File: config.mk
export PLATFORM = sky130hd
export DESIGN_NAME = shift_normalizer
export DESIGN_NICKNAME = d
export VERILOG_FILES = /design/src/rtl/shift_normalizer.sv
export SDC_FILE = /design/constraint.sdc
export NUM_CORES = 1
export LEC_CHECK = 0
export ABC_AREA = 1
export BUFFER_PORTS_ARGS = -buffer_cell sky130_fd_sc_hd__buf_2
export CAP_MARGIN = 15
export CORE_ASPECT_RATIO = 1.5
export CORE_MARGIN = 10
export CORE_UTILIZATION = 50
export DETAILED_ROUTE_END_ITERATION = 8
export HOLD_SLACK_MARGIN = 0.15
export PLACE_DENSITY = 0.77
export SLEW_MARGIN = 5
export SYNTH_ARGS = -nofsm -noshare
export SYNTH_HDL_FRONTEND = slang
export SYNTH_SLANG_ARGS = --single-unit
File: constraint.sdc
create_clock -name clk -period 1.73 [get_ports clk]
set_input_delay 0.0865 -clock clk [delete_from_list [all_inputs] [get_ports clk]]
set_output_delay 0.0865 -clock clk [all_outputs]
set_load 0.05 [all_outputs]
File: src/rtl/shift_normalizer.sv
// Serial leading-zero counter that drives an external barrel shifter and returns
// the normalised word plus its leading-zero count over a valid/ready handshake.
module shift_normalizer #(
  parameter int N = 2
) (
  input  logic               clk,
  input  logic               rst,
  input  logic               in_valid,
  output logic               in_ready,
  input  logic [2**N-1:0]    in_data,
  output logic [2**N-1:0]    sh_A,
  output logic [N-1:0]       sh_shamt,
  input  logic [2**N-1:0]    sh_Y,
  output logic               out_valid,
  input  logic               out_ready,
  output logic [2**N-1:0]    out_data,
  output logic [N:0]         out_lzc,
  output logic               out_zero
);

  localparam int W = 2**N;

  localparam logic [1:0] IDLE  = 2'd0;
  localparam logic [1:0] SCAN  = 2'd1;
  localparam logic [1:0] SHIFT = 2'd2;
  localparam logic [1:0] DONE  = 2'd3;

  logic [1:0]   state;
  logic [W-1:0] word;
  logic [N-1:0] cnt;
  logic [N-1:0] bit_idx;

  // Examined bit position is W-1-cnt, which for a power-of-two width is ~cnt.
  assign bit_idx   = ~cnt;
  assign in_ready  = (state == IDLE);
  assign out_valid = (state == DONE);

  // sh_A/sh_shamt are loaded on the SCAN->SHIFT transition so the shifter
  // inputs are already settled for the whole SHIFT cycle.
  always_ff @(posedge clk) begin
    if (rst) begin
      state    <= IDLE;
      word     <= '0;
      cnt      <= '0;
      sh_A     <= '0;
      sh_shamt <= '0;
      out_data <= '0;
      out_lzc  <= '0;
      out_zero <= 1'b0;
    end else begin
      case (state)
        IDLE: begin
          if (in_valid) begin
            word  <= in_data;
            cnt   <= '0;
            state <= SCAN;
          end
        end
        SCAN: begin
          if (word[bit_idx]) begin
            sh_A     <= word;
            sh_shamt <= cnt;
            state    <= SHIFT;
          end else if (cnt == N'(W - 1)) begin
            out_lzc  <= (N+1)'(W);
            out_zero <= 1'b1;
            out_data <= '0;
            state    <= DONE;
          end else begin
            cnt <= cnt + 1'b1;
          end
        end
        SHIFT: begin
          out_data <= sh_Y;
          out_lzc  <= {1'b0, cnt};
          out_zero <= 1'b0;
          state    <= DONE;
        end
        DONE: begin
          if (out_ready) begin
            state <= IDLE;
          end
        end
        default: state <= IDLE;
      endcase
    end
  end

endmodule

==> metrics.md, run 1 <==
| Metric | Value |
|---|---|
| Placed cells | `190` |
| Worst Setup Start Kind | `register` |
| Fin. Hold Viols | `0` |
| Synth Area in Compound Gates | `9.820%` |
| Max Freq | `0.6539 GHz` |
| Wirelength, routed | `around 2400 microns` |
| Design Area, Final | `about 1300 sq um` |
| Area growth syn-to-layout | `23.23%` |
| Ratio of final minimum period to clock period | `88.40%` |
| First-pass GRT wire length | `4146 microns` |
| DRT iter0 DRCs | `17` |
| Period minus WS final | `1.529 ns` |
| Final GP Congestion | `roughly 0.76` |
| Drt wl/cell | `11.67 microns` |
| Critical-path maximum fanout | `6` |
| Max Cap Viol | `0` |
| Pin count of the biggest net entering global routing | `18` |
| Fin Clk Skew | `0.003199 ns` |
| N_diodes | `0` |
| Met3 GRT Util | `3.833%` |
| Number of port buffers | `27` |
| Area occupied by multi-input gates | `535.5 sq um` |
| TNS Setup | `0 ns` |
| Clk sink count | `21` |
| Dpl cell area | `1169 sq um` |
| Antenna violations before repair | `0` |
| Die width | `57.32 microns` |
| Seq. cell area | `between 400 and 500 sq um` |
| Met2 Track Usage GR | `20.48%` |
| RSZ-0062 raised after global routing | `false` |
| Die H | `75.99 microns` |
| WP data required | `1.98 ns` |
| I/O pin count | `28` |
| Final ANT Viol Nets | `0` |
| Slew @ Worst Pin | `0.3733 ns` |
| Ys Warns | `0` |
| GRT overflow | `0` |
| Clock tree buffer depth | `2` |
| Yosys reg bits | `21` |
| Final hold slack | `0.2244 ns` |
| Crit. End Element | `register` |
| Post-synth net total | `163` |
| Mean area per synthesized cell | `7.156 sq um` |
| CTS root buf | `clkbuf_4` |
| Clock-pin slew on the worst setup and hold paths | `0.11 ns` |
| Met1 Track Usage GR | `9.838%` |
| Final slew viol count | `0` |
| Max VDD drop | `1.000 mV` |
| DP HPWL | `~1900 microns` |
| Crit Path Class | `reg -> reg` |
| Syn Std Cell Area | `1045 sq um` |
| Power density over the cells | `roughly 1700 nW/um^2` |
| Synth Area in XOR/XNOR | `0%` |
| Sequential-to-total area share from yosys stat | `40.24%` |
| Post-Synth Adder-Cell Area | `5.988%` |
| DRT Pass-1 Iters | `4` |
| CTS tree | `built` |
| Vias per inst | `5.044` |
| Post-synthesis mux area share | `0%` |
| Commonest non-fill, non-tap cell in the layout | `nand2_1` |
| Cts bufs inserted | `3` |
| Most frequent cells in the layout | `42 x nand2_1, 27 x buf_2, 25 x nor2_1` |
| Final setup vio count | `0` |
| Top cell type's share of synthesized area | `40.24%` |
| Share of cells above drive strength 1 | `between 20% and 30%` |
| DRC viols | `0` |
| H-tree Lvls | `1` |
| WP data arrival | `around 1.8 ns` |
| Starting density of the core | `52.19%` |
| Fillcell total | `approximately 190` |
| Final net count | `199` |
| Status | `completed` |
| Synth cell types | `19` |
| Vias in the first global route | `1029` |
| Headroom to the max-slew limit | `75.08%` |
| Gr busiest metal | `met2` |
| Largest family of logic cells by synthesized area | `simple AND/OR/NAND/NOR gates` |
| Synth Instances | `146` |
| Yosys top cell by area | `dfxtp_1` |
| Leakage | `0.6216 nW` |
| Rows | `20` |
| Synth area leaders | `dfxtp_1 40%, nand2_1 15%, nor2_1 9.0%` |
| Die area | `4355 sq um` |
| Clk_lat worst skew | `roughly 0.3 ns` |
| Via count | `1024` |
| Final non-filler cell total | `203` |
| Worst Hold Class | `in -> reg` |
| Global Route Usage Sum | `11.19%` |
| Post-Synth Simple-Gate Area | `around a third` |
| Total core area | `2002 sq um` |
## area by class of cell
| type | count | area share [%] |
|---|---|---|
| sequential | 21 | 32.65 |
| multi-input combinational | 106 | 41.59 |
| inverter | 14 | 4.082 |
| timing repair buffer | 36 | 17.49 |
| clock buffer | 4 | 2.041 |
| tap | 22 | 2.138 |
## worst paths after layout
check	start	endpoint	slack, ns	cells past startpoint
max	state[1]	cnt[0]	0.20	10
min	in_valid	word[1]	0.22	4
max reg2reg	state[1]	cnt[0]	0.20	10
min reg2reg	sh_A[0]	sh_A[0]	0.47	2
## per-layer routing
metal / part of all wire (%) / vias up / wire length, microns
li1: - / 527 / -
met1: 36 / 459 / 854
met2: 54 / 27 / 1274
met3: 6.4 / 11 / 151
met4: 3.8 / 0 / 89
met5: 0 / - / 0
## registers in the layout, summed over array words and instances, names as in the netlist
signal	cells
sh_A	4
state	2
out_zero	1
out_data	4
cnt	2
word	4
sh_shamt	2
out_lzc	2
## cell families (layout without fill, tap and decap cells)
group	count (synthesis)	in the layout
adders and majority gates	5	5
AOI/OAI and AO/OA	18	18
DFF	21	21
and+or+nand+nor	83	83
buffers and inverters	19	54
## per-stage QoR
step	util (%)	setup WS (ns)	power, mW
6_report	64.31	0.2008	2.205
5_1_grt	64.31	0.03127	2.416
4_1_cts	64.19	0.1231	2.212
3_5_place_dp	58.38	0.1620	1.966
3_3_place_gp	58.38	0.1983	1.923
2_1_floorplan	-	0.1373	1.749
## critical path, cell delays in order, from the launching register on
cell     delay [ns]
dfxtp_1        0.35
inv_1          0.09
ha_1           0.31
inv_2          0.11
nor2_8         0.12
inv_2          0.05
a21oi_4        0.14
nand2_2        0.08
nand2_1        0.06
nand2_1        0.06
nor2_1         0.10
## power breakdown
group          internal [mW]  switching (mW)  total, mW
clock network         0.0900           0.146      0.236
logic                  0.403           0.882       1.28
registers              0.600          0.0848      0.684
total                   1.09            1.11       2.21
## repair_timing
action / in CTS / in global routing
endpoints found under the setup margin: 0 / 6
resized for setup: 0 / 2
hold buffers: 9 / 0
setup buffers: 0 / 0
hold endpoints to repair: 16 / 0
## synthesized netlist by cell type
cell type / count
nand3_4: 1
clkbuf_1: 1
nand3_1: 11
a21oi_4: 1
nor2_8: 1
ha_1: 5
clkbuf_2: 1
buf_4: 1
o22ai_1: 1
nor2_1: 25
o21ai_0: 5
inv_1: 11
buf_6: 2
nand2_1: 42
nor2_4: 1
dfxtp_1: 21
inv_2: 3
a21oi_1: 11
nand2_2: 2
Note: power is estimated with default switching activity, not from simulation.
==> run 2, diff against run 1 <==
--- a/config.mk
+++ b/config.mk
@@ -9,7 +9,7 @@
 export BUFFER_PORTS_ARGS = -buffer_cell sky130_fd_sc_hd__buf_2
 export CAP_MARGIN = 15
 export CORE_ASPECT_RATIO = 1.5
-export CORE_MARGIN = 10
+export CORE_MARGIN = 2
 export CORE_UTILIZATION = 50
 export DETAILED_ROUTE_END_ITERATION = 8
 export HOLD_SLACK_MARGIN = 0.15
==> run 2 against run 1 <==
Sequential share of layout area about the same. Global-route usage up 8.6 points. Final area about the same. Critical path depth down 1. Worst hold slack worse by 0.023 ns. Via count down 1.5%. Largest cell class unchanged. Largest power group unchanged. Routed wire length down 13%.
==> metrics.md, run 2 (synthesized netlist as in run 1, its figures left out) <==
| Metric | Value |
|---|---|
| Headroom to the max-slew limit | `77.77% (+2.7 points)` |
| Slew @ Worst Pin | `0.3331 ns (-0.04020 ns)` |
| Leakage | `0.6279 nW (+1.0%)` |
| Clock-pin slew on the worst setup and hold paths | `0.12 ns (about the same)` |
| Drt wl/cell | `10.18 microns (-13%)` |
| DRT Pass-1 Iters | `4 (unchanged)` |
| Largest regs | `out_data (4), sh_A (4), word (4)` |
| Final slew viol count | `0 (unchanged)` |
| WP data required | `1.96 ns (-0.02 ns)` |
| Vias per inst | `4.970 (-1.5%)` |
| Fin Clk Skew | `0.006740 ns (+0.003541 ns)` |
| Max VDD drop | `0.9760 mV (-2.4%)` |
| Area growth syn-to-layout | `23.11% (about the same)` |
| Placed cells | `190 (unchanged)` |
| Clock Power Share | `11.2% (+0.5 points)` |
| Final GP Congestion | `0.8394 (+10%)` |
| Cts bufs inserted | `3 (unchanged)` |
| Power density over the cells | `1706 nW/um^2 (-0.37%)` |
| Final non-filler cell total | `203 (unchanged)` |
| GRT overflow | `0 (unchanged)` |
| Status | `completed` |
| Final net count | `199 (unchanged)` |
| Clk_lat worst skew | `0.32 ns (+0.02 ns)` |
| Vias in the first global route | `830 (-19%)` |
| Logic pwr share | `57.5% (-0.8 points)` |
| Most used cell, CP | `inv_2` |
| CP max-delay cell | `dfxtp_1` |
| Crit path max-delay family | `flip-flops` |
| Clock tree buffer depth | `2 (unchanged)` |
| CTS tree | `built` |
| Starting density of the core | `52.19% (unchanged)` |
| Worst Hold Class | `in -> reg` |
| Fillcell total | `186 (-1.6%)` |
| Sequential Power Share | `31.2% (+0.2 points)` |
| Final ANT Viol Nets | `0 (unchanged)` |
| Die width | `41.32 microns (-28%)` |
| Max Freq | `0.6362 GHz (-2.7%)` |
| Critical-path maximum fanout | `6 (unchanged)` |
| Final setup vio count | `0 (unchanged)` |
| WP data arrival | `1.80 ns (+0.02 ns)` |
| Number of port buffers | `27 (unchanged)` |
| Area occupied by multi-input gates | `533.0 sq um (-0.47%)` |
| Die H | `59.99 microns (-21%)` |
| DRC viols | `0 (unchanged)` |
| Final hold slack | `0.2012 ns (-0.02314 ns)` |
| Crit Path Class | `reg -> reg` |
| Die area | `2479 sq um (-43%)` |
| Commonest non-fill, non-tap cell in the layout | `nand2_1` |
| Worst Setup Start Kind | `register` |
| Ratio of final minimum period to clock period | `90.86% (+2.5 points)` |
| Critical path, cell by cell | `inv_1 -> ha_1 -> inv_2 -> nor2_8 -> inv_2 -> a21oi_4 -> nand2_2 -> a21oi_1 -> nor2_1` |
| Share of cells above drive strength 1 | `22.10% (-0.55 points)` |
| Wirelength, routed | `2066 microns (-13%)` |
| Net Sw Power | `1.111 mW (-0.10%)` |
| Global Route Usage Sum | `19.83% (+8.6 points)` |
| DP HPWL | `1538 microns (-18%)` |
| Rows | `20 (unchanged)` |
| Critical Path Max Stage Delay | `0.36 ns (about the same)` |
| Antenna violations before repair | `0 (unchanged)` |
| Most frequent cells in the layout | `42 x nand2_1, 27 x buf_2, 25 x nor2_1` |
| I/O pin count | `28 (unchanged)` |
| Cell-internal power | `1.083 mW (-0.84%)` |
| H-tree Lvls | `1 (unchanged)` |
| Fin. Hold Viols | `0 (unchanged)` |
| First-pass GRT wire length | `3298 microns (-20%)` |
| Pin count of the biggest net entering global routing | `18 (unchanged)` |
| Switch share | `50.63% (+0.18 points)` |
| # resized after CTS | `0 (unchanged)` |
| Max Cap Viol | `0 (unchanged)` |
| DRT iter0 DRCs | `21 (+4)` |
| WP buf/inv | `3 (unchanged)` |
| Period minus WS final | `1.572 ns (+0.04269 ns)` |
| Clk sink count | `21 (unchanged)` |
| Crit. End Element | `register` |
| Total core area | `2002 sq um (unchanged)` |
| RSZ-0062 raised after global routing | `false` |
| Via count | `1009 (-1.5%)` |
| CTS root buf | `clkbuf_4` |
| Seq. cell area | `420.4 sq um (unchanged)` |
| N_diodes | `0 (unchanged)` |
| TNS Setup | `0 ns (unchanged)` |
==> run 2: cell count changes in the layout (fill, tap and decap cells not counted) <==
cell and change:
clkbuf_1 -1, inv_2 -1, inv_1 +1, ha_1 +1
clkinv_2 +1, ha_2 -1
==> run 2: power groups by stage <==
stage	Sequential, mW	Combinational (mW)	Clock [mW]
finish	0.686	1.26	0.246
global route	0.709	1.41	0.269
CTS	0.688	1.27	0.253
detailed placement	0.700	1.24	0
global placement	0.693	1.22	0
floorplan	0.849	0.900	0
==> run 2: layout make-up <==
type | count | share of cell area (%)
multi-input cells | 106 | 41.44
flip-flops and latches | 21 | 32.68
repair buffers | 36 | 17.51
inverters | 14 | 4.086
well taps | 22 | 2.140
clock buffers | 3 | 1.751
clock inverters | 1 | 0.3891
==> run 2: layer usage <==
layer | GRT usage (%) | part of all wire [%] | vias up
met1 | 21.55 | 40 | 449
met3 | 4.833 | 3.9 | 7
met5 | 0 | 0 | -
li1 | - | - | 526
met2 | 32.59 | 53 | 27
met4 | 11.98 | 2.9 | 0
==> run 2: timing repair <==
action | 4_1_cts | 5_1_grt
hold buffers | 9 | 0
buffers inserted | 0 | 0
hold endpoints to repair | 16 | 0
==> run 2: worst paths after layout <==
check        cells past startpoint         from  slack [ns]           to
max                              9     state[1]        0.16       cnt[0]
min                              4     in_valid        0.20      word[1]
max reg2reg                      9     state[1]        0.16       cnt[0]
min reg2reg                      2  sh_shamt[0]        0.47  sh_shamt[0]
==> run 2: worst min-delay path, cell delays in order <==
cell and delay, ns:
buf_2 0.11, nand2_1 0.13, o21ai_0 0.09, nor2_1 0.07
==> run 2: per-stage QoR <==
stage	setup WS (ns)	total power [mW]	cell area (sq um)	util, %
final	0.1581	2.195	1286	64.25
after global placement	0.2465	1.909	1169	58.38
after floorplan	0.1373	1.749	1045	-
after CTS	0.1543	2.206	1286	64.25
after detailed placement	0.1952	1.944	1169	58.38
after global routing	0.00007372	2.390	1286	64.25
==> run 3, diff against run 2 <==
==> constraint.sdc (replaced) <==
create_clock -name clk -period 1.55 [get_ports clk]
set_input_delay 0.0775 -clock clk [delete_from_list [all_inputs] [get_ports clk]]
set_output_delay 0.0775 -clock clk [all_outputs]
set_load 0.05 [all_outputs]
==> run 3 against run 2 <==
Die area is the same. Clock-buffer cell count unchanged. Via count increased by 1.2%. Largest power group unchanged. Worst hold slack gained 0.0056 ns. Global-route usage is 1.3 points higher. Highest routed layer unchanged. Final cell count rose by 0.99%. Clock skew decreased by 0.0019 ns. Non-clock buffer count is 2 higher. Clock power rose by 9.8%. Sequential cell count unchanged. Worst setup slack worse by 0.013 ns.
==> metrics.md, run 3 (synthesized netlist as in run 1, its figures left out) <==
| Metric | Value |
|---|---|
| Antenna violations before repair | `0 (unchanged)` |
| Vias in the first global route | `919 (+11%)` |
| Rows | `20 (unchanged)` |
| Wirelength, routed | `2234 microns (+8.1%)` |
| Vias per inst | `4.980 (+0.20%)` |
| Number of port buffers | `27 (unchanged)` |
| CTS tree | `built` |
| TNS Setup | `0 ns (unchanged)` |
| Design Power | `2.519 mW (+15%)` |
| Total core area | `2002 sq um (unchanged)` |
| Die area | `2479 sq um (unchanged)` |
| DRT iter0 DRCs | `28 (+33%)` |
| Worst Setup Start Kind | `register` |
| Area occupied by multi-input gates | `550.5 sq um (+3.3%)` |
| RSZ-0062 raised after global routing | `false` |
| Ratio of final minimum period to clock period | `90.66% (-0.20 points)` |
| Share of cells above drive strength 1 | `25.68% (+3.6 points)` |
| Final hold slack | `0.2068 ns (+0.005589 ns)` |
| Crit. End Element | `register` |
| Critical-path maximum fanout | `7 (+1)` |
| CTS root buf | `clkbuf_4` |
| Commonest non-fill, non-tap cell in the layout | `nand2_1` |
| Die width | `41.32 microns (unchanged)` |
| Met2 Track Usage GR | `41.07% (+8.5 points)` |
| Headroom to the max-slew limit | `77.22% (-0.55 points)` |
| First-pass GRT wire length | `3615 microns (+9.6%)` |
| Gr busiest metal | `met2` |
| Drt wl/cell | `10.90 microns (+7.1%)` |
| DRT Pass-1 Iters | `5 (+1)` |
| Leakage | `0.6362 nW (+1.3%)` |
| Area growth syn-to-layout | `26.47%` |
| Met3 GRT Util | `2.230% (-2.6 points)` |
| Clk_lat worst skew | `0.31 ns (about the same)` |
| Starting density of the core | `52.19% (unchanged)` |
| Final worst slack | `0.1447 ns (-0.01332 ns)` |
| Setup bufs post-CTS | `0 (unchanged)` |
| I/O pin count | `28 (unchanged)` |
| WP data required | `1.77 ns (-0.19 ns)` |
| Final ANT Viol Nets | `0 (unchanged)` |
| GRT overflow | `0 (unchanged)` |
| Power density over the cells | `1907 nW/um^2 (+12%)` |
| Die H | `59.99 microns (unchanged)` |
| Clock tree buffer depth | `2 (unchanged)` |
| Largest regs | `out_data (4), sh_A (4), word (4)` |
| Most frequent cells in the layout | `42 x nand2_1, 27 x buf_2, 25 x nor2_1` |
| WP data arrival | `1.63 ns (-0.17 ns)` |
| H-tree Lvls | `1 (unchanged)` |
| Fin. Hold Viols | `0 (unchanged)` |
| Max VDD drop | `1.122 mV (+15%)` |
| Clock-pin slew on the worst setup and hold paths | `0.12 ns (about the same)` |
| Slew @ Worst Pin | `0.3413 ns (+0.008185 ns)` |
| N_diodes | `0 (unchanged)` |
| Seq. cell area | `422.9 sq um (+0.60%)` |
| Worst Hold Class | `in -> reg` |
| Final slew viol count | `0 (unchanged)` |
| Global Route Usage Sum | `21.13% (+1.3 points)` |
| Fillcell total | `187 (+0.54%)` |
| Final net count | `201 (+1.0%)` |
| Fin Clk Skew | `0.004872 ns (-0.001869 ns)` |
| Period minus WS final | `1.405 ns (-0.1667 ns)` |
| R2R Path Start | `state[0]` |
| Final setup vio count | `0 (unchanged)` |
| Via count | `1021 (+1.2%)` |
| Max Freq | `0.7116 GHz (+12%)` |
| Met1 Track Usage GR | `20.42% (-1.1 points)` |
| Hold wc startpoint | `in_valid` |
| Dpl ws | `0.04302 ns (-0.1522 ns)` |
| Critical path origin | `state[0]` |
| Fin util | `66.00% (+1.8 points)` |
| Pin count of the biggest net entering global routing | `18 (unchanged)` |
| Clk sink count | `21 (unchanged)` |
| Status | `completed` |
| DP HPWL | `1653 microns (+7.4%)` |
| Cts bufs inserted | `3 (unchanged)` |
| Final GP Congestion | `0.8127 (-3.2%)` |
| Max Cap Viol | `0 (unchanged)` |
| DRC viols | `0 (unchanged)` |
| Crit Path Class | `reg -> reg` |
run 3: cell count changes in the layout (fill, tap and decap cells not counted), sizes merged:
cell and delta:
buf +2
run 3: final timing paths:
path	endpoint	slack [ns]	depth (start not counted)
hold reg to reg	sh_shamt[0]	0.47	2
setup / recovery	out_lzc[0]	0.14	8
setup reg to reg	out_lzc[0]	0.14	8
hold / removal	word[1]	0.21	4
run 3: area by class of cell:
cell class                 count  share of cell area [%]
sequential                    21                   32.01
multi-input combinational    106                   41.67
clock buffer                   3                   1.705
timing repair buffer          38                   18.18
tap                           22                   2.083
clock inverter                 1                  0.3788
inverter                      14                   3.977
run 3: critical path, stage by stage, from the launching register on:
cell and delay, ns:
dfxtp_2 0.41, inv_1 0.08, ha_1 0.23, nor2_1 0.19
nor2_4 0.09, nand2_2 0.09, inv_1 0.10, nor2_1 0.11
nor2_1 0.04
run 3: timing repair:
| action | CTS | global route |
|---|---|---|
| gates resized for setup | 0 | 5 |
| setup endpoints to repair | 0 | 12 |
| hold buffers | 9 | 0 |
| endpoints found under the hold margin | 16 | 0 |
run 3: metal layers:
metal / wire length [microns] / part of all wire, %
met5: 0 / 0
met4: 42 / 1.9
met3: 81 / 3.6
met2: 1308 / 59
met1: 803 / 36
run 3: through the flow:
stage	std cells	instance area (sq um)
floorplan	146	1047
global placement	192	1186
detailed placement	192	1186
CTS	205	1304
global route	205	1321
finish	205	1321
run 3: power breakdown:
part | switching, mW | leakage, nW | total, mW | internal, mW
registers | 0.0958 | 0.173 | 0.769 | 0.673
logic | 0.990 | 0.446 | 1.48 | 0.490
clock network | 0.174 | 0.0177 | 0.270 | 0.0965
